<file path="src/rtl/imem_access_ctrl_if.sv">
// Bus bundle for imem_access_ctrl: loader port, fetch port and the
// instruction-memory side.
//   slave  : the access controller (drives ld_ready, instr*, pc, busy, mem_*)
//   master : requesters and memory (drive ld_*, fetch_req, branch_*, mem_out)
interface imem_access_ctrl_if #(
    parameter int unsigned ADDR_W = 8,
    parameter int unsigned DATA_W = 8
) ();
    logic                ld_valid;
    logic [ADDR_W-1:0]   ld_addr;
    logic [DATA_W-1:0]   ld_data;
    logic                ld_ready;
    logic                fetch_req;
    logic                branch_en;
    logic [ADDR_W-1:0]   branch_addr;
    logic [DATA_W-1:0]   instr;
    logic                instr_valid;
    logic [ADDR_W-1:0]   pc;
    logic                busy;
    logic [2*DATA_W-1:0] mem_in;
    logic                mem_done;
    logic                mem_rw;
    logic [ADDR_W-1:0]   mem_addr;
    logic [DATA_W-1:0]   mem_out;

    modport slave (
        input  ld_valid, ld_addr, ld_data, fetch_req, branch_en, branch_addr, mem_out,
        output ld_ready, instr, instr_valid, pc, busy, mem_in, mem_done, mem_rw, mem_addr
    );

    modport master (
        output ld_valid, ld_addr, ld_data, fetch_req, branch_en, branch_addr, mem_out,
        input  ld_ready, instr, instr_valid, pc, busy, mem_in, mem_done, mem_rw, mem_addr
    );
endinterface

</file>
<file path="src/rtl/imem_access_ctrl.sv">
// imem_access_ctrl: sequences all access to the instruction memory.
// A program loader (writes) and the fetch port (reads at the PC) share the
// memory; they are arbitrated round-robin in IDLE, one transaction at a time.
// Ports:
//   clk  - system clock, rising edge
//   rst  - synchronous, active-high reset
//   bus  - imem_access_ctrl_if.slave: loader handshake (ld_*), fetch/branch
//          control, instr/instr_valid/pc/busy status, memory write port
//          (mem_in, mem_done strobe, mem_rw) and read port (mem_addr, mem_out)
module imem_access_ctrl #(
    parameter int unsigned       ADDR_W   = 8,
    parameter int unsigned       DATA_W   = 8,
    parameter logic [ADDR_W-1:0] START_PC = '0
) (
    input  logic               clk,
    input  logic               rst,
    imem_access_ctrl_if.slave  bus
);
    typedef enum logic [2:0] {
        IDLE, WR_SETUP, WR_STROBE, WR_GAP, RD_ADDR, RD_CAP
    } state_t;

    state_t                state, state_n;
    logic                  last_fetch, last_fetch_n;   // 1: last grant went to fetch
    logic [ADDR_W-1:0]     pc_q, pc_n;
    logic [ADDR_W-1:0]     maddr_q, maddr_n;
    logic [DATA_W-1:0]     instr_q, instr_n;
    logic                  ivalid_q, ivalid_n;
    logic                  done_q, done_n;
    logic                  rw_q, rw_n;
    logic [2*DATA_W-1:0]   min_q, min_n;
    logic [ADDR_W-1:0]     fa;
    logic                  grant_ld, grant_fetch;

    // Round-robin: on a tie the loader wins unless it was granted last.
    always_comb begin
        grant_ld    = 1'b0;
        grant_fetch = 1'b0;
        if (state == IDLE) begin
            if (bus.ld_valid && (!bus.fetch_req || last_fetch))
                grant_ld = 1'b1;
            else if (bus.fetch_req)
                grant_fetch = 1'b1;
        end
    end

    assign fa = bus.branch_en ? bus.branch_addr : pc_q;

    always_comb begin
        state_n      = state;
        last_fetch_n = last_fetch;
        // A branch outside a fetch grant loads the PC directly, in any state;
        // with a grant it is consumed as the fetch address instead.
        pc_n         = bus.branch_en ? bus.branch_addr : pc_q;
        maddr_n      = maddr_q;
        instr_n      = instr_q;
        ivalid_n     = 1'b0;
        done_n       = done_q;
        rw_n         = rw_q;
        min_n        = min_q;
        unique case (state)
            IDLE: begin
                if (grant_ld) begin
                    min_n        = {bus.ld_addr, bus.ld_data};
                    rw_n         = 1'b0;
                    last_fetch_n = 1'b0;
                    state_n      = WR_SETUP;
                end else if (grant_fetch) begin
                    maddr_n      = fa;
                    pc_n         = fa + 1'b1;
                    last_fetch_n = 1'b1;
                    state_n      = RD_ADDR;
                end
            end
            WR_SETUP: begin
                done_n  = 1'b1;
                state_n = WR_STROBE;
            end
            WR_STROBE: begin
                done_n  = 1'b0;
                state_n = WR_GAP;
            end
            WR_GAP: begin
                rw_n    = 1'b1;
                state_n = IDLE;
            end
            RD_ADDR: state_n = RD_CAP;
            RD_CAP: begin
                instr_n  = bus.mem_out;
                ivalid_n = 1'b1;
                state_n  = IDLE;
            end
            default: state_n = IDLE;
        endcase
    end

    always_ff @(posedge clk) begin
        if (rst) begin
            state      <= IDLE;
            last_fetch <= 1'b1;
            pc_q       <= START_PC;
            maddr_q    <= '0;
            instr_q    <= '0;
            ivalid_q   <= 1'b0;
            done_q     <= 1'b0;
            rw_q       <= 1'b1;
            min_q      <= '0;
        end else begin
            state      <= state_n;
            last_fetch <= last_fetch_n;
            pc_q       <= pc_n;
            maddr_q    <= maddr_n;
            instr_q    <= instr_n;
            ivalid_q   <= ivalid_n;
            done_q     <= done_n;
            rw_q       <= rw_n;
            min_q      <= min_n;
        end
    end

    assign bus.ld_ready    = grant_ld;
    assign bus.instr       = instr_q;
    assign bus.instr_valid = ivalid_q;
    assign bus.pc          = pc_q;
    assign bus.busy        = (state != IDLE);
    assign bus.mem_in      = min_q;
    assign bus.mem_done    = done_q;
    assign bus.mem_rw      = rw_q;
    assign bus.mem_addr    = maddr_q;
endmodule

</file>
<file path="src/flat_wrapper.sv">
// flat-port wrapper written by rule: the top's interface ports become plain ports
module imem_access_ctrl_flat 
#(
    parameter int unsigned       ADDR_W   = 8,
    parameter int unsigned       DATA_W   = 8,
    parameter logic [ADDR_W-1:0] START_PC = '0
)
  (clk, rst, bus_ld_valid, bus_ld_addr, bus_ld_data, bus_fetch_req, bus_branch_en, bus_branch_addr, bus_mem_out, bus_ld_ready, bus_instr, bus_instr_valid, bus_pc, bus_busy, bus_mem_in, bus_mem_done, bus_mem_rw, bus_mem_addr);
  imem_access_ctrl_if #(.ADDR_W(ADDR_W), .DATA_W(DATA_W)) bus_i ();
  input  logic clk;
  input  logic rst;
  input wire logic [$bits(bus_i.ld_valid)-1:0] bus_ld_valid;
  input wire logic [$bits(bus_i.ld_addr)-1:0] bus_ld_addr;
  input wire logic [$bits(bus_i.ld_data)-1:0] bus_ld_data;
  input wire logic [$bits(bus_i.fetch_req)-1:0] bus_fetch_req;
  input wire logic [$bits(bus_i.branch_en)-1:0] bus_branch_en;
  input wire logic [$bits(bus_i.branch_addr)-1:0] bus_branch_addr;
  input wire logic [$bits(bus_i.mem_out)-1:0] bus_mem_out;
  output wire logic [$bits(bus_i.ld_ready)-1:0] bus_ld_ready;
  output wire logic [$bits(bus_i.instr)-1:0] bus_instr;
  output wire logic [$bits(bus_i.instr_valid)-1:0] bus_instr_valid;
  output wire logic [$bits(bus_i.pc)-1:0] bus_pc;
  output wire logic [$bits(bus_i.busy)-1:0] bus_busy;
  output wire logic [$bits(bus_i.mem_in)-1:0] bus_mem_in;
  output wire logic [$bits(bus_i.mem_done)-1:0] bus_mem_done;
  output wire logic [$bits(bus_i.mem_rw)-1:0] bus_mem_rw;
  output wire logic [$bits(bus_i.mem_addr)-1:0] bus_mem_addr;
  assign bus_i.ld_valid = bus_ld_valid;
  assign bus_i.ld_addr = bus_ld_addr;
  assign bus_i.ld_data = bus_ld_data;
  assign bus_i.fetch_req = bus_fetch_req;
  assign bus_i.branch_en = bus_branch_en;
  assign bus_i.branch_addr = bus_branch_addr;
  assign bus_i.mem_out = bus_mem_out;
  assign bus_ld_ready = bus_i.ld_ready;
  assign bus_instr = bus_i.instr;
  assign bus_instr_valid = bus_i.instr_valid;
  assign bus_pc = bus_i.pc;
  assign bus_busy = bus_i.busy;
  assign bus_mem_in = bus_i.mem_in;
  assign bus_mem_done = bus_i.mem_done;
  assign bus_mem_rw = bus_i.mem_rw;
  assign bus_mem_addr = bus_i.mem_addr;
  imem_access_ctrl #(.ADDR_W(ADDR_W), .DATA_W(DATA_W), .START_PC(START_PC)) u_core (.clk(clk), .rst(rst), .bus(bus_i));
endmodule
</file>
<file path="config.mk">
export PLATFORM = sky130hd
export DESIGN_NAME = imem_access_ctrl_flat
export DESIGN_NICKNAME = d
export VERILOG_FILES = /design/src/rtl/imem_access_ctrl_if.sv /design/src/rtl/imem_access_ctrl.sv /design/src/flat_wrapper.sv
export SDC_FILE = /design/constraint.sdc
export NUM_CORES = 1
export LEC_CHECK = 0
export ABC_CLOCK_PERIOD_IN_PS = 2000
export BUFFER_PORTS_ARGS = -buffer_cell sky130_fd_sc_hd__buf_4
export CAP_MARGIN = 10
export CORE_MARGIN = 2
export CORE_UTILIZATION = 29
export CTS_CLUSTER_SIZE = 30
export DETAILED_ROUTE_END_ITERATION = 8
export HOLD_SLACK_MARGIN = 0.05
export PLACE_DENSITY_LB_ADDON = 0.05
export RECOVER_POWER = 50
export SYNTH_ARGS = -nofsm -noshare
export SYNTH_HDL_FRONTEND = slang
export SYNTH_SLANG_ARGS = --single-unit
</file>
<file path="constraint.sdc">
create_clock -name clk -period 2 [get_ports clk]
set_clock_uncertainty 0.15 [all_clocks]
set_input_delay 0.2 -clock clk [delete_from_list [all_inputs] [get_ports clk]]
set_output_delay 0.2 -clock clk [all_outputs]
set_load 0.02 [all_outputs]
</file>
After elaboration in Yosys (flattened, before gate mapping)
Cells that the tools add are included.
{"block": "op_classes", "addsub": 1, "n_eq_ne": 7, "n_mux": 18, "bitwise_logic": 1, "n_reduce_logical": 12}
{"cell": "8-bit two-way mux", "n": 4}
{"cell": "3-bit one-hot mux with 4 select lines", "n": 1}
{"cell": "1-bit two-way mux", "n": 9}
{"cell": "8-bit by 1-bit adder with 8-bit output (second input constant)", "n": 1}
{"cell": "3-bit by 2-bit equality test with 1-bit output (second input constant)", "n": 2}
{"cell": "3-bit equality test (second input constant)", "n": 2}
{"cell": "3-bit two-way mux", "n": 2}
{"cell": "2-bit AND reduction", "n": 3}
{"cell": "2-bit nonzero test", "n": 3}
{"cell": "1-bit one-hot mux with 2 select lines", "n": 2}
{"cell": "3-bit by 1-bit equality test with 1-bit output (second input constant)", "n": 1}
{"cell": "3-bit zero test", "n": 1}
{"cell": "3-bit by 2-bit != test with 1-bit output (second input constant)", "n": 1}
{"cell": "3-bit AND reduction", "n": 1}
{"cell": "3-bit nonzero test", "n": 1}
{"cell": "2-bit != test (second input constant)", "n": 1}
{"cell": "1-bit logical AND", "n": 1}
{"cell": "1-bit zero test", "n": 1}
{"cell": "1-bit logical OR", "n": 1}
{"cell": "1-bit inverter", "n": 1}
{"block": "totals", "register_bits": 47, "input_bits": 37, "output_inout_bits": 45, "elab_cells": 48}

Logic depth before layout (Yosys ltp)
{"block": "depth", "word_depth": 8, "depth_mapped": 7, "mapped_depth_nobuf": 6}

Worst setup path before layout
OpenSTA, ideal clock, no wires.
{"block": "synth_path", "kind": "register to register", "startpoint": "register u_core.state[1]", "endpoint": "register u_core.pc_q[6], in the netlist u_core.bus.pc[6]", "setup_ps": 121, "arrival_ps": 1481, "path_slack_ps": 248, "path_stages_with_launch": 6, "path_buffers": 1, "path_cell_list": "dfxtp_1 -> buf_6 -> nor3_4 -> nand3_1 -> nor4_1 -> mux2_2"}
{"block": "synth_via", "elab_chain_cells": 5, "elab_cells_between_ends": 6, "cone_classes": "mux: 5; reduce/logical: 1"}
{"element": "start: declaration", "line": "imem_access_ctrl.sv:23", "text": "state_t state, state_n;"}
{"element": "start signal: assignment", "line": "imem_access_ctrl.sv:109", "text": "state <= state_n;"}
{"element": "3-bit zero test *", "line": "imem_access_ctrl.sv:39, imem_access_ctrl.sv:61"}
{"element": "1-bit two-way mux", "line": "imem_access_ctrl.sv:39", "text": "if (state == IDLE) begin"}
{"element": "8-bit two-way mux", "line": "imem_access_ctrl.sv:68", "text": "end else if (grant_fetch) begin"}
{"element": "8-bit two-way mux", "line": "imem_access_ctrl.sv:63", "text": "if (grant_ld) begin"}
{"element": "8-bit two-way mux *", "line": "imem_access_ctrl.sv:61", "text": "unique case (state)"}
{"element": "end signal: assignment", "line": "imem_access_ctrl.sv:111", "text": "pc_q <= pc_n;"}
{"element": "end: declaration", "line": "imem_access_ctrl.sv:25", "text": "logic [ADDR_W-1:0] pc_q, pc_n;"}
Every way passes the cells marked *; elsewhere a longest branch is shown, timed or not.
A chain may end at the register's enable or synchronous reset.

Worst setup path in the final report
{"block": "layout_path", "startpoint": "register u_core.last_fetch", "endpoint": "output port bus_ld_ready"}
{"block": "layout_via", "elab_chain_cells": 4}
{"element": "start: declaration", "line": "imem_access_ctrl.sv:24", "text": "logic last_fetch, last_fetch_n;"}
{"element": "start signal: assignment", "line": "imem_access_ctrl.sv:110", "text": "last_fetch <= last_fetch_n;"}
{"element": "1-bit logical OR", "line": "imem_access_ctrl.sv:40", "text": "if (bus.ld_valid && (!bus.fetch_req || last_fetch))"}
{"element": "1-bit logical AND", "line": "imem_access_ctrl.sv:40"}
{"element": "1-bit two-way mux", "line": "imem_access_ctrl.sv:40"}
{"element": "1-bit two-way mux", "line": "imem_access_ctrl.sv:39"}
{"element": "end: declaration", "line": "flat_wrapper.sv:19", "text": "output wire logic [$bits(bus_i.ld_ready)-1:0] bus_ld_ready;"}
No other way between the ends.

==> metrics.log <==
INFO  metric status = finished, violations left
INFO  metric violations_in_the_final_reports = DRC
INFO  metric dr.first_iter.drc_count = 70
INFO  metric report.final.setup_viol = 0
INFO  metric min-delay-path-class = input port to flip-flop
INFO  metric postSynthRegisterBits = 47
INFO  metric critical_path.startpoint_type = flip-flop
INFO  metric htree_levels = 2
INFO  metric number_of_buffer_cells_added_on_primary_ports = 81
INFO  metric post-route-drc-count = 3
INFO  metric comb_power_share = 27.5%
INFO  metric place_congestion = 0.7075
INFO  metric worstPathArrival = between 1.5 and 2 ns
INFO  metric slowest_delay = 0.36 ns
INFO  metric grtUsageTotal = 13.67%
INFO  metric core-area = 6422 µm²
INFO  metric route.detailed.vias_per_inst = ~4.6
INFO  metric antenna_found_initial = 0
INFO  metric category_of_the_worst_setup_path_capture_point = output pin
INFO  metric switching_power_as_a_share_of_total_power = 31.81%
INFO  metric post_synth_instance_area = approximately 1900 µm²
INFO  metric layoutNonFillerInstCount = 377
INFO  metric detailedPlace.worstSlack = roughly 0.23 ns
INFO  metric power.switching = 0.7643 mW
INFO  metric detail_route.first_pass.iterations = 9
INFO  metric timing_worst_slew_pin_value = 0.5721 ns
INFO  metric finalSetupTns = 0 ns
INFO  metric clk_pin_slew_worst_paths = 0.09 ns
INFO  metric fp.dieW = 85.75 µm
INFO  metric number_of_standard_cells_after_synthesis = 191
INFO  metric clock_tree.buffer_depth = 2
INFO  metric seq_power_share = 45.5%
INFO  metric final.min_clock_period = between 1.5 and 2 ns
INFO  metric cp_max_fo = 18
INFO  metric power.density_cell_area = 852.3 nW/µm²
INFO  metric detailedPlacementHpwl = 3241 µm
INFO  metric synth-seq-area-share = 48.55%
INFO  metric grt_pass1_vias = approximately 1700
INFO  metric timing.max_cap.violations = 0
INFO  metric grt_start_max_net_pins = 50
INFO  metric final_max_slew_viol_count = 0
INFO  metric design.portCount = between 80 and 90
INFO  metric synth_area_per_cell = a little over 10 µm²
INFO  metric power.static_leakage = approximately 1.3 nW
INFO  metric drive_gt1_share = 22.00%
INFO  metric clock_insertion_delay_worst_skew = 0.30 ns
INFO  metric internal-power = 1.638 mW
INFO  metric synthArstFlopShare = 0%
INFO  metric critical-path-slowest-cell = sky130_fd_sc_hd__or2b_2
INFO  metric final_common_cell = sky130_fd_sc_hd__dfxtp_1
INFO  metric master_cell_of_the_clock_root_buffer = sky130_fd_sc_hd__clkbuf_8
INFO  metric synth_edf_count = 0
INFO  metric grt_setup_unrepaired = no
INFO  metric placementRows = 29
INFO  metric worst_ep_required_time = 1.65 ns
INFO  metric total_global_routing_overflow = 0
INFO  metric layout_common_cells = 45 x sky130_fd_sc_hd__dfxtp_1, 44 x sky130_fd_sc_hd__buf_4, 43 x sky130_fd_sc_hd__clkbuf_1
INFO  metric synth_fp_nets = 229
INFO  metric placedCellCount = 344
INFO  metric crit_buf_inv = 3
INFO  metric wire_per_inst = 12.98 µm
INFO  metric postRouteAntennaNets = 0
INFO  metric power.share.clock = 27.0%
INFO  metric relSlewSlack = 61.86%
INFO  metric clock-sinks = 47
INFO  metric post_synth_num_cell_types = 41
INFO  metric crit_chain = or2b_2 -> nand3_1 -> buf_8 -> inv_1 -> buf_4
INFO  metric floorplan.die_area = between 7000 and 8000 µm²
INFO  metric route.vias.total = ~1700
INFO  metric drt_wl_total = 4892 µm
INFO  metric chipHeight = 85.75 µm
INFO  metric floorplan.initialDensity = 30.18%
INFO  metric max_freq = 0.5209 GHz
INFO  metric tritoncts = yes
INFO  metric global_route_wire_length_before_repair = ~8000 µm
INFO  metric post_route_fraction_of_the_period_consumed_by_the_critical_path = between 90% and 100%
INFO  metric hold_violations_final = 0
INFO  metric criticalPathCategory = flip-flop to output pin
INFO  metric number_of_nets_at_the_end_of_the_flow = between 300 and 400
INFO  metric cts_buffers = 5
INFO  metric ir_worst_vdd = 338.9 µV
INFO  metric min_setup_slack_post_route = approximately 0.08 ns
INFO  metric synth_flop_cell = sky130_fd_sc_hd__dfxtp_1
INFO  metric cell_family_contributing_the_most_delay_on_the_critical_path = simple AND/OR/NAND/NOR gates
INFO  metric synthesis.yosys.warnings = 0
INFO  metric n_antenna_cell = 0
INFO  metric area_growth_syn_to_layout = 45.45%
## path summary, 6_finish.rpt
check,from,end,slack [ns],cells past startpoint
setup reg to reg,u_core.state[1],u_core.bus.pc[7],0.27,6
setup / recovery,u_core.last_fetch,bus_ld_ready,0.08,5
hold reg to reg,u_core.bus.mem_addr[2],u_core.bus.mem_addr[2],0.33,2
hold / removal,bus_branch_addr[2],u_core.bus.pc[2],0.14,4
## cells by family after synthesis
group                    share of synthesized area (%)
adder cells (fa/ha/maj)                         0.6455
multiplexers                                     17.75
AO/OA/AOI/OAI                                    11.62
AND/OR/NAND/NOR                                  14.98
flip-flops                                       48.55
buffers and inverters                            4.648
XOR/XNOR                                         1.807
## power groups by stage
stage	combinational, mW	sequential [mW]	clock, mW
6_report	0.661	1.09	0.648
2_1_floorplan	0.334	1.20	0
5_1_grt	0.725	1.11	0.710
4_1_cts	0.722	1.10	0.679
3_3_place_gp	0.680	1.12	0
3_5_place_dp	0.681	1.12	0
## flip-flops by register name (all words and copies together) (netlist names)
| register | flops |
|---|---|
| u_core.bus.instr | 8 |
| u_core.bus.mem_in | 16 |
| u_core.last_fetch | 1 |
| u_core.bus.mem_rw | 1 |
| u_core.bus.instr_valid | 1 |
| u_core.bus.pc | 8 |
| u_core.bus.mem_done | 1 |
| u_core.bus.mem_addr | 8 |
| u_core.state | 3 |
## metal layers
layer / track usage [%] / part of all wire, % / up-vias
li1: - / - / 877
met1: 16.93 / 43 / 781
met2: 22.59 / 49 / 52
met3: 3.272 / 6.2 / 7
met4: 6.061 / 1.6 / 0
met5: 0 / 0 / -
## cells in the mapped netlist, types with 3 or more instances
cell type                   n  area [µm²]
sky130_fd_sc_hd__a211oi_1   7       52.55
sky130_fd_sc_hd__a21oi_1    5       25.02
sky130_fd_sc_hd__buf_4      4       30.03
sky130_fd_sc_hd__clkbuf_1   4       15.01
sky130_fd_sc_hd__dfxtp_1   47       940.9
sky130_fd_sc_hd__inv_1      4       15.01
sky130_fd_sc_hd__mux2_2     3       33.78
sky130_fd_sc_hd__mux2i_1   31       310.3
sky130_fd_sc_hd__nand3_1    6       30.03
sky130_fd_sc_hd__nor2_1    40       150.1
sky130_fd_sc_hd__nor3_1     3       15.01
sky130_fd_sc_hd__o21ai_0    3       15.01
sky130_fd_sc_hd__xnor2_1    4       35.03
## worst register-to-register path: stages, from the launching register on
cell and delay, ns:
sky130_fd_sc_hd__dfxtp_2 0.37, sky130_fd_sc_hd__nor3_4 0.22, sky130_fd_sc_hd__buf_4 0.15, sky130_fd_sc_hd__inv_4 0.04, sky130_fd_sc_hd__a2111oi_4 0.34, sky130_fd_sc_hd__a311oi_1 0.14, sky130_fd_sc_hd__a41o_1 0.22
## per-stage QoR
| stage | util (%) | power, mW | hold slack [ns] | area [µm²] |
|---|---|---|---|---|
| after floorplan | - | 1.536 | 0.1939 | 1938 |
| after global placement | 40.78 | 1.797 | 0.2785 | 2619 |
| after detailed placement | 40.78 | 1.797 | 0.2865 | 2619 |
| after CTS | 46.23 | 2.499 | 0.1365 | 2969 |
| after global routing | 43.89 | 2.543 | 0.1551 | 2819 |
| final | 43.89 | 2.403 | 0.1372 | 2819 |
## cell type report
| type | count | area (µm²) |
|---|---|---|
| Inverter | 5 | 21.27 |
| Sequential cell | 47 | 943.4 |
| Tap cell | 77 | 96.34 |
| Clock inverter | 1 | 7.507 |
| Clock buffer | 7 | 96.34 |
| Multi-Input combinational cell | 128 | 907.1 |
| Timing Repair Buffer | 112 | 747.0 |
| Fill cell | 647 | 3603 |
## what timing repair did
item                                    CTS  global route
setup buffers                             0             1
hold endpoints to repair                 24             0
resized for setup                         3             1
pin swaps                                 1             1
endpoints found under the setup margin    1             1
hold buffers                             24             0
(Power assumes the default switching activity.)
